===== src/rtl/bcd_countdown_timer_if.sv =====
// Control and display bundle for the MM:SS BCD countdown timer.
// The master drives the controls; the slave (timer) drives the digits and status.
interface bcd_countdown_timer_if;
  logic       tick;
  logic       start;
  logic       stop;
  logic       ack;
  logic       load;
  logic [3:0] setMin1;
  logic [3:0] setMin0;
  logic [3:0] setSec1;
  logic [3:0] setSec0;
  logic [3:0] min1;
  logic [3:0] min0;
  logic [3:0] sec1;
  logic [3:0] sec0;
  logic       running;
  logic       alarm;
  logic       loadErr;

  modport master (
    output tick, start, stop, ack, load,
    output setMin1, setMin0, setSec1, setSec0,
    input  min1, min0, sec1, sec0,
    input  running, alarm, loadErr
  );

  modport slave (
    input  tick, start, stop, ack, load,
    input  setMin1, setMin0, setSec1, setSec0,
    output min1, min0, sec1, sec0,
    output running, alarm, loadErr
  );
endinterface


===== src/rtl/bcd_countdown_timer.sv =====
// MM:SS BCD countdown timer with a sticky 00:00 alarm.
// Decrements once per tick in RUN; ack reloads the preset digits.
module bcd_countdown_timer #(
  parameter logic [3:0] PRESET_MIN1 = 4'd3,
  parameter logic [3:0] PRESET_MIN0 = 4'd0,
  parameter logic [3:0] PRESET_SEC1 = 4'd0,
  parameter logic [3:0] PRESET_SEC0 = 4'd0,
  parameter bit         AUTO_RELOAD = 1'b1
) (
  input logic clk,
  input logic reset,
  bcd_countdown_timer_if.slave tmr
);

  localparam logic [1:0] IDLE  = 2'd0;
  localparam logic [1:0] RUN   = 2'd1;
  localparam logic [1:0] ALARM = 2'd2;

  logic [1:0] state;
  logic [3:0] m1, m0, s1, s0;
  logic       err;

  logic [3:0] d_m1, d_m0, d_s1, d_s0;
  logic       s0_z, s1_z, m0_z, m1_z;
  logic       cur_zero, dec_zero, set_ok;

  assign s0_z     = (s0 == 4'd0);
  assign s1_z     = (s1 == 4'd0);
  assign m0_z     = (m0 == 4'd0);
  assign m1_z     = (m1 == 4'd0);
  assign cur_zero = s0_z && s1_z && m0_z && m1_z;

  assign set_ok = (tmr.setMin1 <= 4'd9) && (tmr.setMin0 <= 4'd9) &&
                  (tmr.setSec1 <= 4'd5) && (tmr.setSec0 <= 4'd9);

  // Borrow chain; saturates at 00:00 so an all-zero reload cannot wrap.
  always_comb begin
    d_m1 = m1;
    d_m0 = m0;
    d_s1 = s1;
    d_s0 = s0;
    if (!cur_zero) begin
      d_s0 = s0_z ? 4'd9 : s0 - 4'd1;
      if (s0_z) begin
        d_s1 = s1_z ? 4'd5 : s1 - 4'd1;
        if (s1_z) begin
          d_m0 = m0_z ? 4'd9 : m0 - 4'd1;
          if (m0_z)
            d_m1 = m1 - 4'd1;
        end
      end
    end
  end

  assign dec_zero = (d_m1 == 4'd0) && (d_m0 == 4'd0) &&
                    (d_s1 == 4'd0) && (d_s0 == 4'd0);

  always_ff @(posedge clk) begin
    if (!reset) begin
      state <= IDLE;
      m1    <= PRESET_MIN1;
      m0    <= PRESET_MIN0;
      s1    <= PRESET_SEC1;
      s0    <= PRESET_SEC0;
      err   <= 1'b0;
    end else begin
      err <= 1'b0;
      case (state)
        IDLE: begin
          if (tmr.stop) begin
            state <= IDLE;
          end else if (tmr.load) begin
            if (set_ok) begin
              m1 <= tmr.setMin1;
              m0 <= tmr.setMin0;
              s1 <= tmr.setSec1;
              s0 <= tmr.setSec0;
            end else begin
              err <= 1'b1;
            end
          end else if (tmr.start) begin
            state <= cur_zero ? ALARM : RUN;
          end
        end
        RUN: begin
          if (tmr.stop) begin
            state <= IDLE;
          end else if (tmr.tick) begin
            m1 <= d_m1;
            m0 <= d_m0;
            s1 <= d_s1;
            s0 <= d_s0;
            if (dec_zero)
              state <= ALARM;
          end
        end
        ALARM: begin
          if (tmr.ack) begin
            m1    <= PRESET_MIN1;
            m0    <= PRESET_MIN0;
            s1    <= PRESET_SEC1;
            s0    <= PRESET_SEC0;
            state <= AUTO_RELOAD ? RUN : IDLE;
          end
        end
        default: state <= IDLE;
      endcase
    end
  end

  assign tmr.min1    = m1;
  assign tmr.min0    = m0;
  assign tmr.sec1    = s1;
  assign tmr.sec0    = s0;
  assign tmr.running = (state == RUN);
  assign tmr.alarm   = (state == ALARM);
  assign tmr.loadErr = err;

endmodule

===== src/flat_wrapper.sv =====
// flat-port wrapper written by rule: the top's interface ports become plain ports
module bcd_countdown_timer_flat 
#(
  parameter logic [3:0] PRESET_MIN1 = 4'd3,
  parameter logic [3:0] PRESET_MIN0 = 4'd0,
  parameter logic [3:0] PRESET_SEC1 = 4'd0,
  parameter logic [3:0] PRESET_SEC0 = 4'd0,
  parameter bit         AUTO_RELOAD = 1'b1
)
  (clk, reset, tmr_tick, tmr_start, tmr_stop, tmr_ack, tmr_load, tmr_setMin1, tmr_setMin0, tmr_setSec1, tmr_setSec0, tmr_min1, tmr_min0, tmr_sec1, tmr_sec0, tmr_running, tmr_alarm, tmr_loadErr);
  bcd_countdown_timer_if tmr_i ();
  input logic clk;
  input logic reset;
  input wire logic [$bits(tmr_i.tick)-1:0] tmr_tick;
  input wire logic [$bits(tmr_i.start)-1:0] tmr_start;
  input wire logic [$bits(tmr_i.stop)-1:0] tmr_stop;
  input wire logic [$bits(tmr_i.ack)-1:0] tmr_ack;
  input wire logic [$bits(tmr_i.load)-1:0] tmr_load;
  input wire logic [$bits(tmr_i.setMin1)-1:0] tmr_setMin1;
  input wire logic [$bits(tmr_i.setMin0)-1:0] tmr_setMin0;
  input wire logic [$bits(tmr_i.setSec1)-1:0] tmr_setSec1;
  input wire logic [$bits(tmr_i.setSec0)-1:0] tmr_setSec0;
  output wire logic [$bits(tmr_i.min1)-1:0] tmr_min1;
  output wire logic [$bits(tmr_i.min0)-1:0] tmr_min0;
  output wire logic [$bits(tmr_i.sec1)-1:0] tmr_sec1;
  output wire logic [$bits(tmr_i.sec0)-1:0] tmr_sec0;
  output wire logic [$bits(tmr_i.running)-1:0] tmr_running;
  output wire logic [$bits(tmr_i.alarm)-1:0] tmr_alarm;
  output wire logic [$bits(tmr_i.loadErr)-1:0] tmr_loadErr;
  assign tmr_i.tick = tmr_tick;
  assign tmr_i.start = tmr_start;
  assign tmr_i.stop = tmr_stop;
  assign tmr_i.ack = tmr_ack;
  assign tmr_i.load = tmr_load;
  assign tmr_i.setMin1 = tmr_setMin1;
  assign tmr_i.setMin0 = tmr_setMin0;
  assign tmr_i.setSec1 = tmr_setSec1;
  assign tmr_i.setSec0 = tmr_setSec0;
  assign tmr_min1 = tmr_i.min1;
  assign tmr_min0 = tmr_i.min0;
  assign tmr_sec1 = tmr_i.sec1;
  assign tmr_sec0 = tmr_i.sec0;
  assign tmr_running = tmr_i.running;
  assign tmr_alarm = tmr_i.alarm;
  assign tmr_loadErr = tmr_i.loadErr;
  bcd_countdown_timer #(.PRESET_MIN1(PRESET_MIN1), .PRESET_MIN0(PRESET_MIN0), .PRESET_SEC1(PRESET_SEC1), .PRESET_SEC0(PRESET_SEC0), .AUTO_RELOAD(AUTO_RELOAD)) u_core (.clk(clk), .reset(reset), .tmr(tmr_i));
endmodule

===== config.mk =====
export PLATFORM = sky130hd
export DESIGN_NAME = bcd_countdown_timer_flat
export DESIGN_NICKNAME = d
export VERILOG_FILES = /design/src/rtl/bcd_countdown_timer_if.sv /design/src/rtl/bcd_countdown_timer.sv /design/src/flat_wrapper.sv
export SDC_FILE = /design/constraint.sdc
export NUM_CORES = 1
export LEC_CHECK = 0
export ABC_AREA = 1
export CAP_MARGIN = 20
export CELL_PAD_IN_SITES_DETAIL_PLACEMENT = 1
export CELL_PAD_IN_SITES_GLOBAL_PLACEMENT = 1
export CORE_MARGIN = 1
export CORE_UTILIZATION = 30
export DETAILED_ROUTE_END_ITERATION = 12
export GPL_TIMING_DRIVEN = 0
export PLACE_DENSITY_LB_ADDON = 0.08
export SETUP_SLACK_MARGIN = 0.3
export SYNTH_ARGS = -nofsm -noshare
export SYNTH_HDL_FRONTEND = slang
export SYNTH_SLANG_ARGS = --single-unit

===== constraint.sdc =====
create_clock -name clk -period 1.8 [get_ports clk]
set_input_delay 0.18 -clock clk [delete_from_list [all_inputs] [get_ports clk]]
set_output_delay 0.18 -clock clk [all_outputs]
set_load 0.005 [all_outputs]

==> results.md <==
- Reg2reg end: u_core.state[0]
- Layout Skew: ~8.7 ps
- Reg2Reg Depth: 15
- Initial Util: between 30% and 40%
- Inserted Diodes: 0
- RePlAce Congestion: 0.808
- Fillers: 626
- Crit path DAT: approximately 2100 ps
- RSZ-0062 raised after global routing: yes
- CP Class: flop to flop
- Startpoint Class: flop
- GRT Overall Usage: 23.9%
- Num rows: 25
- CP Capture Point: u_core.state[0]
- Yosys top cell area share: between 20% and 30%
- Pleak: 1.07 nW
- Crit path time final: 1940 ps
- Worst Hold Class: input pin to flop
- CP startpoint: u_core.tmr.sec1[1]
- Reg-to-reg slack, setup: -140 ps
- Commonest non-fill, non-tap cell in the layout: nand2_1
- Sequential area share after synthesis: 24.9%
- Yosys warns: 0
- Fin crit share: 108%
- Fmax: 0.515 GHz
- Dpl hpwl: 4110 um
- Residual DRC: 0
- Max Root-Sink Buffers: 2
- Synth top area cells: dfxtp_1 25%, nand2_1 13%, a21oi_1 10%, o21ai_0 7.9%, nand3_1 7.2%
- DR iter-0 viols: 101
- Placed Instances: between 300 and 400
- CP Data Required Time: 1970 ps
- Mean post-synth cell area: 6.31 sq um
- Clock-pin slew on the worst setup and hold paths: approximately 80 ps
- Asr flop ratio synth: 0%
- First-pass GRT wire length: 9650 um
- DR pass1 iterations: 4
- H-tree levels: 1
- Worst-path fanout max: 4
- Setup Viol. Count Final: 2
- Routed Antenna Nets: 0
- Crit. End Element: flop
- Slew @ Worst Pin: 498 ps
- IO Pins: 42
- PD cells: approximately 2200 nW/um^2
- Most frequent cells in the layout: 48 x nand2_1, 38 x clkdlybuf4s50_1, 29 x a21oi_1, 21 x buf_4, 17 x inv_1
- Root Buffer: clkbuf_8
- Post-synth EDFFs: 0
- Hold buffers post-CTS: 0
- Max-slew violations: 0
- Setup tns final: -255 ps
- Die W: 73.4 um
- Peak VDD IR: 0.000830 V
- Layout cells sized above 1: between 30% and 40%
- Die Y: 73.4 um
- Synth Cell Area: 1530 sq um
- Hold Path Origin: reset
- Placement Setup Slack: -244 ps
- Initial antenna violation count: 0
- Synth cell types: 29
- Syn Nets: 271
- Post-Synthesis Cells: 242
- CORE AREA: ~4800 sq um
- Vias per cell: 5.08
- Final wirelength: 6350 um
- Largest net degree at the start of global routing: 11
- Full die area: 5380 sq um
- Clk sinks: 19
- Reg-to-Reg Start: u_core.tmr.sec1[1]
- PnR worst setup slack: -143 ps
- Failing checks: negative setup slack
- Max-Slew Margin vs Limit: 66.8%
- DR WL/cell: 16.6 um
- Nets: 345
- Final Hold Viols: 0
- Via count: between 1,500 and 2,000
- Yosys reg bits: 19
- CTS tree: built
- MaxCap Viol Count: 0
- Ys flop type: dfxtp_1
- Total clock buffers created by CTS: 3
- Area leader, netlist: dfxtp_1
- Overflow after GRT: 0
- Post-Layout Cell Count: between 300 and 400
- Worst-Skew Late Latency: 270 ps
- Number of global-route vias before repair: 1,936
- Port buffer count: 40
- Outcome: finished, violations left
- P&R area growth vs syn: 70.4%
## power by group
part,switching (W),leakage [nW],internal (W),total [W]
registers,0.000270,0.162,0.000669,0.000939
logic,0.00247,0.888,0.00207,0.00454
clock network,0.000163,0.0228,0.000158,0.000321
total,0.00290,1.07,0.00289,0.00580
## kinds of logic (layout without fill, tap and decap cells)
| kind of cell | after synthesis | in the layout | share of synthesized area (%) |
|---|---|---|---|
| xor gates and xnor gates | 1 | 1 | 0.573 |
| and+or+nand+nor | 115 | 115 | 37.3 |
| DFF | 19 | 19 | 24.9 |
| AOI/OAI and AO/OA | 66 | 66 | 23.0 |
| adders and majority gates | 6 | 6 | 4.91 |
| buffers and inverters | 35 | 108 | 9.25 |
## stage by stage
stage / utilization (%) / hold WS (ps) / area [sq um] / total power, W
6_report: 54.1 / 262 / 2600 / 0.00580
5_1_grt: 54.1 / 267 / 2600 / 0.00627
4_1_cts: 51.7 / 253 / 2490 / 0.00544
3_5_place_dp: 43.2 / 539 / 2080 / 0.00413
3_3_place_gp: 43.2 / 532 / 2080 / 0.00410
2_1_floorplan: - / 356 / 1600 / 0.00307
## layout make-up
type | instances | area (sq um) | share of cell area (%)
clock buffers | 4 | 45.0 | 1.73
plain buffers | 7 | 65.1 | 2.50
repair buffers | 69 | 676 | 25.9
inverters | 28 | 115 | 4.42
multi-input cells | 188 | 1200 | 46.2
well taps | 67 | 83.8 | 3.22
flip-flops and latches | 19 | 415 | 16.0
## critical path: stages, from the launching register on
cell	delay, ps
dfxtp_4	370
nor2_4	170
nand2_4	100
nor2_8	160
buf_6	130
nand2_2	50
nor2_1	90
nand2_1	90
nand3_2	90
nand3_2	70
nor2_2	100
nand2_1	80
nand2_2	120
nand3_2	80
nand2_1	100
nor2_1	40
## flip-flops by register name, indices dropped and copies added (netlist names)
name,flops
u_core.tmr.min1,4
u_core.tmr.loadErr,1
u_core.tmr.min0,4
u_core.tmr.sec0,4
u_core.state,2
u_core.tmr.sec1,4
## cell usage after synthesis (2+ instances only)
| library cell | number |
|---|---|
| nand3_4 | 2 |
| inv_1 | 25 |
| o21ai_1 | 2 |
| ha_1 | 6 |
| inv_2 | 3 |
| dfxtp_1 | 19 |
| clkbuf_1 | 4 |
| nand2_1 | 53 |
| o211ai_1 | 4 |
| o21ai_0 | 24 |
| nor2_1 | 18 |
| nor2_4 | 3 |
| nand4_1 | 8 |
| a31oi_1 | 2 |
| buf_2 | 2 |
| nand2_2 | 3 |
| nand3_1 | 22 |
| a21oi_1 | 31 |
## per-layer routing
layer	vias up	share of wire, %	wire [um]	global-route usage, %
met1	928	46	2900	31.1
met5	-	0	0	0
met3	4	3.3	208	4.12
met2	41	50	3190	41.3
li1	966	-	-	-
met4	0	0.84	53	5.34
## how the worst min path moves through the flow
stage                                    end  slack (ps)  depth (start not counted)
after CTS                 u_core.tmr.sec1[3]         250                          3
after global placement       u_core.state[0]         530                          2
after floorplan           u_core.tmr.loadErr         360                          2
after global routing      u_core.tmr.sec1[3]         270                          3
final                     u_core.tmr.sec1[0]         260                          3
after detailed placement     u_core.state[0]         540                          2
## repair_timing
item	4_1_cts	5_1_grt
pin swaps	18	9
gates cloned	2	0
endpoints found under the setup margin	20	18
gates resized for setup	60	18
setup buffers	21	6
Note: power is estimated with default switching activity, not from simulation.
